File: src/rtl/chunked_add_seq.sv
// Sequential WIDTH*CHUNKS-bit adder: one WIDTH-bit chunk per cycle, LSB first, carry registered between chunks.
// Latency start->done is CHUNKS cycles (1..CHUNKS with CHUNKED_ADD_ZERO_SKIP_EN defined); one add per CHUNKS+1 cycles.
// No backpressure: start is sampled only while idle; a start while busy is dropped, not queued.
module chunked_add_seq #(
    parameter int WIDTH  = 4,
    parameter int CHUNKS = 4
) (
    input  logic                    clk,
    input  logic                    rst,
    input  logic                    start,
    input  logic [WIDTH*CHUNKS-1:0] a,
    input  logic [WIDTH*CHUNKS-1:0] b,
    input  logic                    cin,
    output logic                    busy,
    output logic                    done,
    output logic [WIDTH*CHUNKS-1:0] sum,
    output logic                    carry_out
);
    localparam int OPW = WIDTH * CHUNKS;
    localparam int KW  = $clog2(CHUNKS);
    localparam logic [KW-1:0] LAST = KW'(CHUNKS - 1);

    typedef enum logic {IDLE, RUN} state_t;

    state_t           state, next_state;
    logic [OPW-1:0]   a_reg, b_reg, work_sum, work_next;
    logic             carry_reg;
    logic [KW-1:0]    k;
    logic [WIDTH-1:0] a_chunk, b_chunk;
    logic [WIDTH:0]   slice;
    logic             skip_ok, finish;

    always_comb begin
        next_state = state;
        a_chunk    = a_reg[k*WIDTH +: WIDTH];
        b_chunk    = b_reg[k*WIDTH +: WIDTH];
        slice      = {1'b0, a_chunk} + {1'b0, b_chunk} + {{WIDTH{1'b0}}, carry_reg};
        work_next  = work_sum;
        work_next[k*WIDTH +: WIDTH] = slice[WIDTH-1:0];
`ifdef CHUNKED_ADD_ZERO_SKIP_EN
        // Nothing left above chunk k and no carry: the upper result chunks are already zero.
        skip_ok    = !slice[WIDTH] && (((a_reg | b_reg) >> ((int'(k) + 1) * WIDTH)) == '0);
`else
        skip_ok    = 1'b0;
`endif
        finish     = (state == RUN) && ((k == LAST) || skip_ok);
        case (state)
            IDLE:    if (start) next_state = RUN;
            RUN:     if (finish) next_state = IDLE;
            default: next_state = IDLE;
        endcase
    end

    always_ff @(posedge clk) begin
        if (rst) state <= IDLE;
        else     state <= next_state;
    end

    always_ff @(posedge clk) begin
        if (rst) begin
            a_reg     <= '0;
            b_reg     <= '0;
            work_sum  <= '0;
            carry_reg <= 1'b0;
            k         <= '0;
            sum       <= '0;
            carry_out <= 1'b0;
            done      <= 1'b0;
        end else begin
            done <= 1'b0;
            if (state == IDLE) begin
                if (start) begin
                    a_reg     <= a;
                    b_reg     <= b;
                    carry_reg <= cin;
                    k         <= '0;
                    work_sum  <= '0;
                end
            end else begin
                work_sum  <= work_next;
                carry_reg <= slice[WIDTH];
                k         <= k + KW'(1);
                if (finish) begin
                    sum       <= work_next;
                    carry_out <= slice[WIDTH];
                    done      <= 1'b1;
                end
            end
        end
    end

    assign busy = (state == RUN);

endmodule

File: config.mk
export PLATFORM = sky130hd
export DESIGN_NAME = chunked_add_seq
export DESIGN_NICKNAME = d
export VERILOG_FILES = /design/src/rtl/chunked_add_seq.sv
export SDC_FILE = /design/constraint.sdc
export NUM_CORES = 1
export LEC_CHECK = 0
export BUFFER_PORTS_ARGS = -buffer_cell sky130_fd_sc_hd__clkbuf_2
export CORE_MARGIN = 8
export CORE_UTILIZATION = 47
export DETAILED_ROUTE_END_ITERATION = 16
export PLACE_DENSITY = 0.69
export SYNTH_ARGS = -nofsm -noshare
export SYNTH_HDL_FRONTEND = slang
export SYNTH_SLANG_ARGS = --single-unit
export TNS_END_PERCENT = 20
File: constraint.sdc
create_clock -name clk -period 4.81 [get_ports clk]
set_input_delay 0.481 -clock clk [delete_from_list [all_inputs] [get_ports clk]]
set_output_delay 0.481 -clock clk [all_outputs]
set_load 0.05 [all_outputs]
==> impl_metrics.yaml <==
placed_design:
  hpwl_um: 4798
  io_buffers: 54
  gp_congestion: 0.8359
  post-place-ws_ns: 1.735
  dpl_cell_area_um2: 3277
setup_path:
  worstPathRequired_ns: 5.07
  path_class: "register to register"
  end_kind: "register"
  critPathMostFrequentCell: "fa_1"
  crit_chain: "mux4_2, fa_1, fa_1, xor2_1, and2_1, a32oi_1, nor2_1"
  crit_arrival_ns: 3.36
  critical_path.max_fanout: 18
  crit_path_top_delay_cell: "dfxtp_1"
  cp_slowest_stage_delay_ns: 0.81
  rr_worst_depth: 7
  start_kind: "register"
floorplanning:
  rows: 29
  fp.coreArea_um2: 6277
  start_util_pct: 47.82
  die_h_um: 95.92
  ioPinCount: 55
  die_x_um: 95.92
  die-area_um2: 9200
logic_synthesis:
  syn_inst: 356
  ys_ff_latch: 66
  synth_area_leaders: "dfxtp_1, nand2_1, a21oi_1, mux4_2, ha_1"
  synthAdderAreaFrac_pct: 4.669
  synth_top_cell_by_area: "dfxtp_1"
  synth_xor_area_share_pct: 0.5836
  synth_top_family_by_area: "simple AND/OR/NAND/NOR gates"
  yosysWarnings: 0
  synthMuxAreaShare_pct: 7.336
  synth_fp_nets: 402
  seq_area_frac_synth_pct: 44.02
  synth_compound_area_share_pct: 16.30
  yosys.area_share.simple_pct: 21.72
  netlist.area_leader.share_pct: 44.02
  syn-cell-area_um2: 3002
  syn-mean-instance-area_um2: 8.432
  ys_types: 36
job:
  cap_violations: 0
grt:
  grt_usage_pct: 16.18
  grt_pass1_vias: 2455
  grt_overflow: 0
  grt_max_degree: 68
  grt_pass1_wl_um: 11590
  grt_antenna_before_repair: 0
layout:
  final_core_util_pct: 55.15
  final_nets: 444
  fin_area_um2: 3462
  diodes: 0
  area_delta_synth_final_pct: 15.34
  drive_gt1_share_pct: 21.89
cts:
  htree_levels: 3
  path_clk_slew_ns: 0.07
  cts_buffer_depth: 2
  post_cts_resized: 0
  cts_setup_buffers: 0
  cts_tree: "yes"
  cts_made_buffers: 9
  ctsHoldBuffers: 0
  clock_sinks: 66
  cts_root_buf: "clkbuf_8"
  insertion_delay_ns: 0.33
sta:
  tightest_slew_ns: 1.154
  fmax_mhz: 323.0
  layout_worst_path_cycle_share_pct: 64.37
  rsz0062_at_grt: "no"
  skew_ns: 0.007490
  setup_slack_ns: 1.714
  setup_viol: 0
  max-slew-margin-rel_pct: 23.00
  fin_setup_tns_ns: 0
  drv_slew: 0
  hold_violations: 0
  fin_crit_ns: 3.096
routing:
  wl_um: 6871
  route.vias.total: 2546
  routedWlPerCell_um: 14.34
  drtAntennaViolNets: 0
  viasPerCell: 5.315
  first_pass_iters: 4
  drc: 0
  drt_iter0_markers: 170
run_status:
  run_status: "finished, final reports clean"
power:
  p_total_w: 0.001170
  peakVddDrop_mv: 0.2016
  leakage_nw: 1.366
  powerDensity_nw_per_um2: 337.8
min_path:
  holdCritPathClass: "input pin to register"
  worstHoldPathCells: 3
where the power goes:
group / total (W) / switching [W] / internal [W]
registers: 0.000583 / 0.0000164 / 0.000567
clock network: 0.000442 / 0.000193 / 0.000249
logic: 0.000144 / 0.0000867 / 0.0000576
layer usage:
layer	vias up	track usage, %	part of all wire, %
met2	77	25.49	46
met4	0	6.914	1.5
met5	-	0	0
met1	1160	20.23	47
met3	8	4.680	5.7
li1	1301	-	-
cell usage after synthesis (all sizes together):
library cell,count
a211oi,9
a21boi,1
a21o,1
a21oi,56
a221oi,3
a32oi,3
and2,3
and4,2
and4b,1
and4bb,3
buf,11
clkbuf,15
dfxtp,66
fa,2
ha,8
inv,12
mux2i,4
mux4,8
nand2,89
nand2b,2
nand3,1
nand3b,2
nand4,1
nor2,24
nor2b,1
nor3,14
o21ai,3
o22ai,6
o31ai,1
or3b,2
xnor2,1
xor2,1
area by class of cell:
| cell class | count | area [um^2] |
|---|---|---|
| clock buffers | 12 | 145.1 |
| clock inverters | 3 | 40.04 |
| fillers | 607 | 2815 |
| inverters | 12 | 45.04 |
| multi-input cells | 252 | 1521 |
| flip-flops and latches | 66 | 1321 |
| well taps | 77 | 96.34 |
| repair buffers | 57 | 292.8 |
stage by stage:
step | cells | hold slack, ns
after global placement | 464 | 0.4389
after CTS | 479 | 0.3523
after floorplan | 356 | 0.4331
final | 479 | 0.3627
after detailed placement | 464 | 0.4444
after global routing | 479 | 0.3537
kinds of logic (layout without fill, tap and decap cells):
group	Yosys count	after routing
AND/OR/NAND/NOR	145	145
AO/OA/AOI/OAI	83	83
flip-flops	66	66
buffers and inverters	38	84
multiplexers	12	12
adder cells (fa/ha/maj)	10	10
XOR/XNOR	2	2
cells in the final DEF, fill, tap and decap left out, types with 3 or more instances in the layout:
| master | netlist | layout |
|---|---|---|
| clkbuf_8 | 0 | 10 |
| o21ai_0 | 3 | 3 |
| inv_1 | 12 | 12 |
| nor2_1 | 24 | 23 |
| nor3_1 | 12 | 12 |
| buf_4 | 2 | 3 |
| a21oi_1 | 55 | 55 |
| dfxtp_1 | 66 | 66 |
| mux2i_1 | 4 | 4 |
| mux4_2 | 8 | 8 |
| and4bb_2 | 3 | 3 |
| clkbuf_2 | 0 | 54 |
| a32oi_1 | 3 | 3 |
| a221oi_1 | 3 | 3 |
| ha_1 | 8 | 8 |
| o22ai_1 | 6 | 6 |
| a211oi_1 | 7 | 7 |
| nand2_1 | 89 | 89 |
| and2_1 | 3 | 3 |
path summary, 6_finish.rpt:
path	from	to	slack [ns]
setup / recovery	k[0]	work_sum[6]	1.71
hold reg to reg	a_reg[10]	a_reg[10]	0.45
setup reg to reg	k[0]	work_sum[6]	1.71
hold / removal	b[9]	b_reg[9]	0.36
worst max-delay path: cells and delay by family (launching register included):
family / cells / cell delay, ns
flops: 1 / 0.81
simple gates: 2 / 0.33
compound gates: 1 / 0.07
fa+ha+maj: 2 / 0.87
xor+xnor: 1 / 0.34
mux: 1 / 0.61
(Power assumes the default switching activity.)
